**config.mk**
```make
export PLATFORM = sky130hd
export DESIGN_NAME = mantissa_adder_unit
export DESIGN_NICKNAME = d
export VERILOG_FILES = /design/src/rtl/fpu_pkg.sv /design/src/rtl/adder_segment.sv /design/src/rtl/mantissa_adder_unit.sv
export SDC_FILE = /design/constraint.sdc
export NUM_CORES = 1
export LEC_CHECK = 0
export CAP_MARGIN = 25
export CORE_MARGIN = 10
export CORE_UTILIZATION = 35
export CTS_CLUSTER_DIAMETER = 30
export CTS_CLUSTER_SIZE = 16
export DETAILED_ROUTE_END_ITERATION = 10
export SETUP_SLACK_MARGIN = 0.2
export SYNTH_ARGS = -nofsm -noshare
export SYNTH_HDL_FRONTEND = slang
export SYNTH_HIERARCHICAL = 1
export SYNTH_SLANG_ARGS = --single-unit
```
**constraint.sdc**
```tcl
create_clock -name CLK -period 7.37 [get_ports CLK]
set_input_delay 1.1055 -clock CLK [delete_from_list [all_inputs] [get_ports CLK]]
set_output_delay 1.1055 -clock CLK [all_outputs]
set_load 0.02 [all_outputs]
```
**src/rtl/fpu_pkg.sv**
```systemverilog
// fpu_pkg: shared types and constants for the FPU adder path
package fpu_pkg;
    typedef enum logic [1:0] {
        IDLE    = 2'd0,
        COMPUTE = 2'd1,
        DONE    = 2'd2
    } adder_unit_state_t;
    localparam int MANT_ADD_W = 25;
    function automatic bit seg_width_ok(input int width, input int seg_w);
        return seg_w > 0 && width > 0 && width % seg_w == 0;
    endfunction
endpackage

```
**src/rtl/adder_segment.sv**
```systemverilog
// adder_segment: combinational SEG_W-bit full adder slice
module adder_segment #(
    parameter int SEG_W = 5
) (
    input  logic [SEG_W-1:0] a,
    input  logic [SEG_W-1:0] b,
    input  logic             cin,
    output logic [SEG_W-1:0] sum,
    output logic             cout
);
    assign {cout, sum} = {1'b0, a} + {1'b0, b} + {{SEG_W{1'b0}}, cin};
endmodule

```
**src/rtl/mantissa_adder_unit.sv**
```systemverilog
// mantissa_adder_unit: multi-cycle segmented mantissa adder with four-phase valid/ack
module mantissa_adder_unit
    import fpu_pkg::*;
#(
    parameter int WIDTH = MANT_ADD_W,
    parameter int SEG_W = 5
) (
    input  logic             CLK,
    input  logic             RST,
    input  logic [WIDTH-1:0] Adder_datain1,
    input  logic [WIDTH-1:0] Adder_datain2,
    input  logic             Adder_valid,
    output logic [WIDTH-1:0] Adder_dataout,
    output logic             Adder_carryout,
    output logic             Adder_ack,
    output logic [1:0]       Debug
);
    localparam int NSEG = WIDTH / SEG_W;
    localparam int IDX_W = NSEG > 1 ? $clog2(NSEG) : 1;
    localparam logic [IDX_W-1:0] LAST = IDX_W'(NSEG - 1);

    generate
        if (!seg_width_ok(WIDTH, SEG_W)) begin : g_bad_seg
            $error("WIDTH must be a positive multiple of SEG_W");
        end
    endgenerate

    adder_unit_state_t state;
    logic [WIDTH-1:0] a_q, b_q, sum_q, sum_next;
    logic [IDX_W-1:0] idx;
    logic carry_q;
    logic [SEG_W-1:0] seg_sum;
    logic seg_cout;

    adder_segment #(.SEG_W(SEG_W)) u_seg (
        .a   (a_q[int'(idx)*SEG_W +: SEG_W]),
        .b   (b_q[int'(idx)*SEG_W +: SEG_W]),
        .cin (carry_q),
        .sum (seg_sum),
        .cout(seg_cout)
    );

    // merge the current segment result into the partial sum
    always_comb begin
        sum_next = sum_q;
        sum_next[int'(idx)*SEG_W +: SEG_W] = seg_sum;
    end

    // handshake FSM: accept in IDLE, ripple one segment per cycle, hold result until valid drops
    always_ff @(posedge CLK) begin
        if (RST) begin
            state          <= IDLE;
            a_q            <= '0;
            b_q            <= '0;
            sum_q          <= '0;
            carry_q        <= 1'b0;
            idx            <= '0;
            Adder_ack      <= 1'b0;
            Adder_dataout  <= '0;
            Adder_carryout <= 1'b0;
        end else begin
            case (state)
                IDLE: if (Adder_valid) begin
                    a_q     <= Adder_datain1;
                    b_q     <= Adder_datain2;
                    carry_q <= 1'b0;
                    idx     <= '0;
                    state   <= COMPUTE;
                end
                COMPUTE: begin
                    sum_q   <= sum_next;
                    carry_q <= seg_cout;
                    idx     <= idx + 1'b1;
                    if (idx == LAST) begin
                        state          <= DONE;
                        Adder_ack      <= 1'b1;
                        Adder_dataout  <= sum_next;
                        Adder_carryout <= seg_cout;
                    end
                end
                DONE: if (!Adder_valid) begin
                    Adder_ack <= 1'b0;
                    state     <= IDLE;
                end
                default: state <= IDLE;
            endcase
        end
    end

    assign Debug = state;
endmodule
```
Yosys cells after proc, flatten, opt, wreduce, memory -nomap -nowiden
Index checks and enable logic that the tools add are counted.
{"block": "op_classes", "shift": 4, "multipliers": 1, "n_eq_ne": 6, "muxes": 12, "addsub": 4, "reduce_logical": 8}
{"operator": "25-bit by 32-bit indexed part select with 5-bit output", "n": 2}
{"operator": "6-bit negation with 33-bit output", "n": 1}
{"operator": "5-bit by 33-bit variable shift with 25-bit output (first input constant)", "n": 1}
{"operator": "5-bit by 33-bit indexed part select with 25-bit output", "n": 1}
{"operator": "25-bit bitwise mux", "n": 1}
{"operator": "5-bit by 5-bit adder with 6-bit output", "n": 1}
{"operator": "6-bit by 1-bit adder with 6-bit output", "n": 1}
{"operator": "3-bit by 3-bit multiplier with 6-bit output (second input constant)", "n": 1}
{"operator": "2-bit two-way mux", "n": 3}
{"operator": "2-bit inequality test (second input constant)", "n": 3}
{"operator": "2-bit one-hot mux with 3 select lines", "n": 1}
{"operator": "3-bit one-hot mux with 2 select lines", "n": 1}
{"operator": "2-bit AND reduction", "n": 3}
{"operator": "3-bit AND reduction", "n": 2}
{"operator": "1-bit one-hot mux with 2 select lines", "n": 2}
{"operator": "2-bit nonzero test", "n": 2}
{"operator": "3-bit by 1-bit adder with 3-bit output (second input constant)", "n": 1}
{"operator": "3-bit == test (second input constant)", "n": 1}
{"operator": "1-bit two-way mux", "n": 3}
{"operator": "3-bit two-way mux", "n": 1}
{"operator": "2-bit by 1-bit == test with 1-bit output (second input constant)", "n": 1}
{"operator": "2-bit == test (second input constant)", "n": 1}
{"operator": "2-bit zero test", "n": 1}
{"block": "word_totals", "in_bits": 53, "reg_bits": 108}

Depth between registers and ports, before layout
{"block": "depth", "word_depth": 6, "depth_mapped": 14}

Cells and area by module
Netlist, hierarchy kept.
{"module": "mantissa_adder_unit", "instances": 1, "cells_per_inst": 513, "area_per_inst_um2": 4874.7}
{"module": "adder_segment", "instances": 1, "cells_per_inst": 24, "area_per_inst_um2": 198.9}

Worst setup path before layout
Ideal clock, no wire load.
{"block": "synth_path", "path_kind": "register -> register", "start": "register idx[0]", "end": "register Adder_dataout[14]", "setup_ps": 91, "arrival_ps": 2960, "required_ps": 7279, "stages_incl_launch_ff": 15, "setup_slack_ps": 4319, "cell_sequence": "dfxtp_1 -> buf_6 -> mux4_2 -> inv_1 -> o21ai_0 -> inv_1 -> fa_1 -> inv_1 -> fa_1 -> a21o_1 -> a21oi_2 -> xnor2_1 -> clkbuf_1 -> nand4_1 -> a311oi_1"}
{"block": "synth_via", "elab_chain_cells": 6, "elab_cells_between_ends": 11, "cone_classes": "add/sub: 3; mul: 1; eq/ne: 1; shift: 4; mux: 1; reduce/logical: 1"}
{"element": "start, declared", "line_no": "mantissa_adder_unit.sv:30", "source": "logic [IDX_W-1:0] idx;"}
{"element": "start signal, assigned", "line_no": "mantissa_adder_unit.sv:73", "source": "idx <= idx + 1'b1;"}
{"element": "3-bit by 3-bit multiplier with 6-bit output *", "line_no": "mantissa_adder_unit.sv:36, mantissa_adder_unit.sv:37"}
{"element": "25-bit by 32-bit indexed part select with 5-bit output (on tied branches)", "line_no": "mantissa_adder_unit.sv:36, mantissa_adder_unit.sv:37"}
{"element": "5-bit by 5-bit adder with 6-bit output *", "line_no": "adder_segment.sv:11", "source": "assign {cout, sum} = {1'b0, a} + {1'b0, b} + {{SEG_W{1'b0}}, cin};"}
{"element": "6-bit by 1-bit adder with 6-bit output *", "line_no": "adder_segment.sv:11"}
{"element": "via seg_sum[4]", "line_no": "mantissa_adder_unit.sv:32", "source": "logic [SEG_W-1:0] seg_sum;"}
{"element": "5-bit by 33-bit indexed part select with 25-bit output *", "line_no": "mantissa_adder_unit.sv:46", "source": "sum_next[int'(idx)*SEG_W +: SEG_W] = seg_sum;"}
{"element": "25-bit bitwise mux *", "line_no": "mantissa_adder_unit.sv:46"}
{"element": "end signal, assigned", "line_no": "mantissa_adder_unit.sv:77", "source": "Adder_dataout <= sum_next;"}
{"element": "end, declared", "line_no": "mantissa_adder_unit.sv:13", "source": "output logic [WIDTH-1:0] Adder_dataout,"}
Mark *: on every way through the listed nets, which the timed path passes. The rest lies on a longest branch.
A chain may end at the register's enable or synchronous reset.

Worst setup path after layout
{"block": "layout_path", "start": "register idx[1]", "end": "register Adder_dataout[23]"}
The elaborated chain is that of the path after synthesis.

==> metrics.csv <==
stage;metric;value;unit
yosys;synth_cell_types;48;
detailed_routing;drt_iter0_markers;338;
setup_path;endpoint_kind;register;
floorplan;core;0.0140;mm²
yosys;synth.ff_latch_count;108;
yosys;syn_nets;601;
power;p_leak;2.31;nW
setup_path;cp_slowest_stage_delay;810;ps
sta;final_hold_viol_count;0;
power;powerDensity;210;mW/mm²
detailed_routing;wirelength;12.8;mm
detailed_routing;drt_pre_antenna_iters;5;
placed_design;post-dp-hpwl;9.04;mm
floorplan;core.rowCount;43;
clock_network;cts-root-buf;clkbuf_16;
clock_network;cts_max_path_buffers;2;
yosys;yosys_warnings;6;
clock_network;clk_pin_slew;70;ps
placed_design;gp_congestion;0.838;
floorplan;start_util;36.1;%
clock_network;tritoncts;done;
yosys;syn_area_per_cell;9.45;µm²
global_route;gr-usage-all-layers;12.8;%
clock_network;clkSinkCount;108;
clock_network;cts_max_level;3;
detailed_routing;via_count;4082;
detailed_routing;drcViolationCount;0;
status;status;completed;
yosys;netlist.area_leader.share;42.6;%
setup_path;cp_max_fo;18;
yosys;ys_seq_area_share;42.6;%
cells_and_area;fin_nets;650;
cells_and_area;area_growth;22.2;%
clock_network;cts_resized;0;
detailed_routing;ant_nets;0;
job;cap_violations;0;
sta;skew;9.72;ps
yosys;synthTopCellsByArea;dfxtp_1 43%, mux2i_1 13%, nor2_1 7.1%, a221oi_1 3.5%, nand2b_1 2.8%;
detailed_routing;viasPerCell;5.30;
min_path;worstHoldPathType;register to register;
yosys;syn_inst;537;
sta;tightest_slew;948;ps
floorplan;die_area;0.0197;mm²
setup_path;start_kind;register;
sta;slew_headroom;36.6;%
cells_and_area;layout_common_cells;108 x dfxtp_1, 96 x nor2_1, 80 x clkdlybuf4s50_1, 68 x mux2i_1, 27 x nor3_1;
clock_network;hold_buffers;0;
global_route;grt_pass1_wl;21.2;mm
cells_and_area;stdcell_count;770;
setup_path;cp.required;7630;ps
detailed_routing;post_drt_wl_per_cell;16.6;µm
cells_and_area;fill_cells;1357;
sta;timing.setup.tns;0;ps
placed_design;post-place-cells;754;
clock_network;insertion_delay;350;ps
floorplan;ios;82;
clock_network;numCtsBuffers;9;
setup_path;cp_top_family;simple AND/OR/NAND/NOR gates;
global_route;gr-total-overflow;0;
setup_path;cp.arrival;4040;ps
sta;setup_viol;0;
sta;finalCritPeriodShare;51.3;%
global_route;antenna_found_initial;0;
sta;final-max-slew-violation-count;0;
cells_and_area;drive_gt1_share;6.44;%
power;ir_worst_vdd;0.142;mV
sta;rsz0062_at_grt;false;
cells_and_area;n_antenna_cell;0;
setup_path;cp_cell_sequence;nor2_1 > nand3_1 > o21ai_0 > inv_1 > fa_1 > nor2b_1 > o21ai_2 > xnor2_1 > nand4_1 > a311oi_1;
global_route;grt_start_max_net_pins;114;
setup_path;critPathSlowestCell;nor2_1;
global_route;first_global_vias;4078;
cells_and_area;layout_commonest_cell;dfxtp_1;
setup_path;worst-path-buf-inv;1;
placed_design;numPortBuffers;81;
yosys;synth_area_leader_cell;dfxtp_1;
power;finalPower;0.00130;W
floorplan;die_h;140;µm
setup_path;critPathKind;register to register;
yosys;syn_area;0.00507;mm²
clock_network;cts_setup_buffers;0;
sta;max_freq;264;MHz
sta;layout_min_cycle_time;3780;ps
floorplan;die_w;140;µm
==> tightest hold or removal path, delay by kind of cell, from the launching register on <==
family / cells / cell delay [ps]
AOI/OAI and AO/OA: 1 / 50
DFF: 1 / 310
and+or+nand+nor: 1 / 50
==> synth_stat cells (all sizes together) <==
library cell,n
nor2b,6
clkinv,1
o31ai,10
inv,16
a22oi,2
clkbuf,22
nand3,14
nor3b,2
or2,5
nor4,1
o211ai,1
a21oi,7
and3b,1
dfxtp,108
xor2,2
mux4,7
mux2i,68
or3b,1
a21o,1
o21bai,1
nand2,6
ha,9
a2bb2oi,3
nor2,96
xnor2,2
nand2b,23
nand4,11
nand3b,3
a221oi,20
buf,27
fa,2
nor3,27
o21ai,15
a311oi,15
and4b,1
nor4bb,1
==> worst paths after layout <==
check | startpoint | end | slack (ps) | cells after the start
worst max-delay path | idx[1] | Adder_dataout[23] | 3590 | 10
worst max register to register | idx[1] | Adder_dataout[23] | 3590 | 10
worst min register to register | Adder_carryout | Adder_carryout | 460 | 2
worst min-delay path | Adder_carryout | Adder_carryout | 460 | 2
==> logic make-up (layout without fill, tap and decap cells) <==
group,Yosys count,count (layout),synth area share (%)
fa+ha+maj,11,11,3.01
xor+xnor,4,4,0.691
buf+inv,66,119,6.58
compound gates,75,75,11.1
simple gates,198,198,19.4
mux,75,75,16.6
flops,108,108,42.6
==> power breakdown <==
group / internal (W) / switching [W]
logic: 0.0000879 / 0.000110
clock network: 0.000270 / 0.000211
registers: 0.000610 / 0.0000166
==> final cells by class <==
| cell class | instances | area (µm²) | share of cell area [%] |
|---|---|---|---|
| clock inverters | 4 | 50.0 | 0.807 |
| inverters | 17 | 63.8 | 1.03 |
| multi-input cells | 363 | 2580 | 41.7 |
| repair buffers | 87 | 873 | 14.1 |
| clock buffers | 11 | 243 | 3.92 |
| well taps | 180 | 225 | 3.63 |
| flip-flops and latches | 108 | 2160 | 34.9 |
==> per-layer routing <==
metal,share of wire (%),vias up,global-route usage (%)
met2,47,105,19.9
met5,0,-,0
met4,1.3,0,3.97
li1,-,2004,-
met1,47,1956,16.6
met3,5.4,17,3.92
==> through the flow <==
stage | worst slack (ps) | cell area (µm²) | util (%) | hold WS, ps
after floorplan | 4320 | 5070 | - | 449
after global placement | 3760 | 5880 | 41.9 | 450
after detailed placement | 3590 | 5880 | 41.9 | 452
after CTS | 3580 | 6170 | 44.0 | 462
after global routing | 3120 | 6200 | 44.2 | 488
final | 3590 | 6200 | 44.2 | 457
==> flip-flops by register name (all words and copies together), names as in the netlist <==
signal	count
a_q	25
b_q	25
Adder_dataout	25
Adder_ack	1
carry_q	1
sum_q	25
Adder_carryout	1
idx	3
Debug	2
Note: power is estimated with default switching activity, not from simulation.
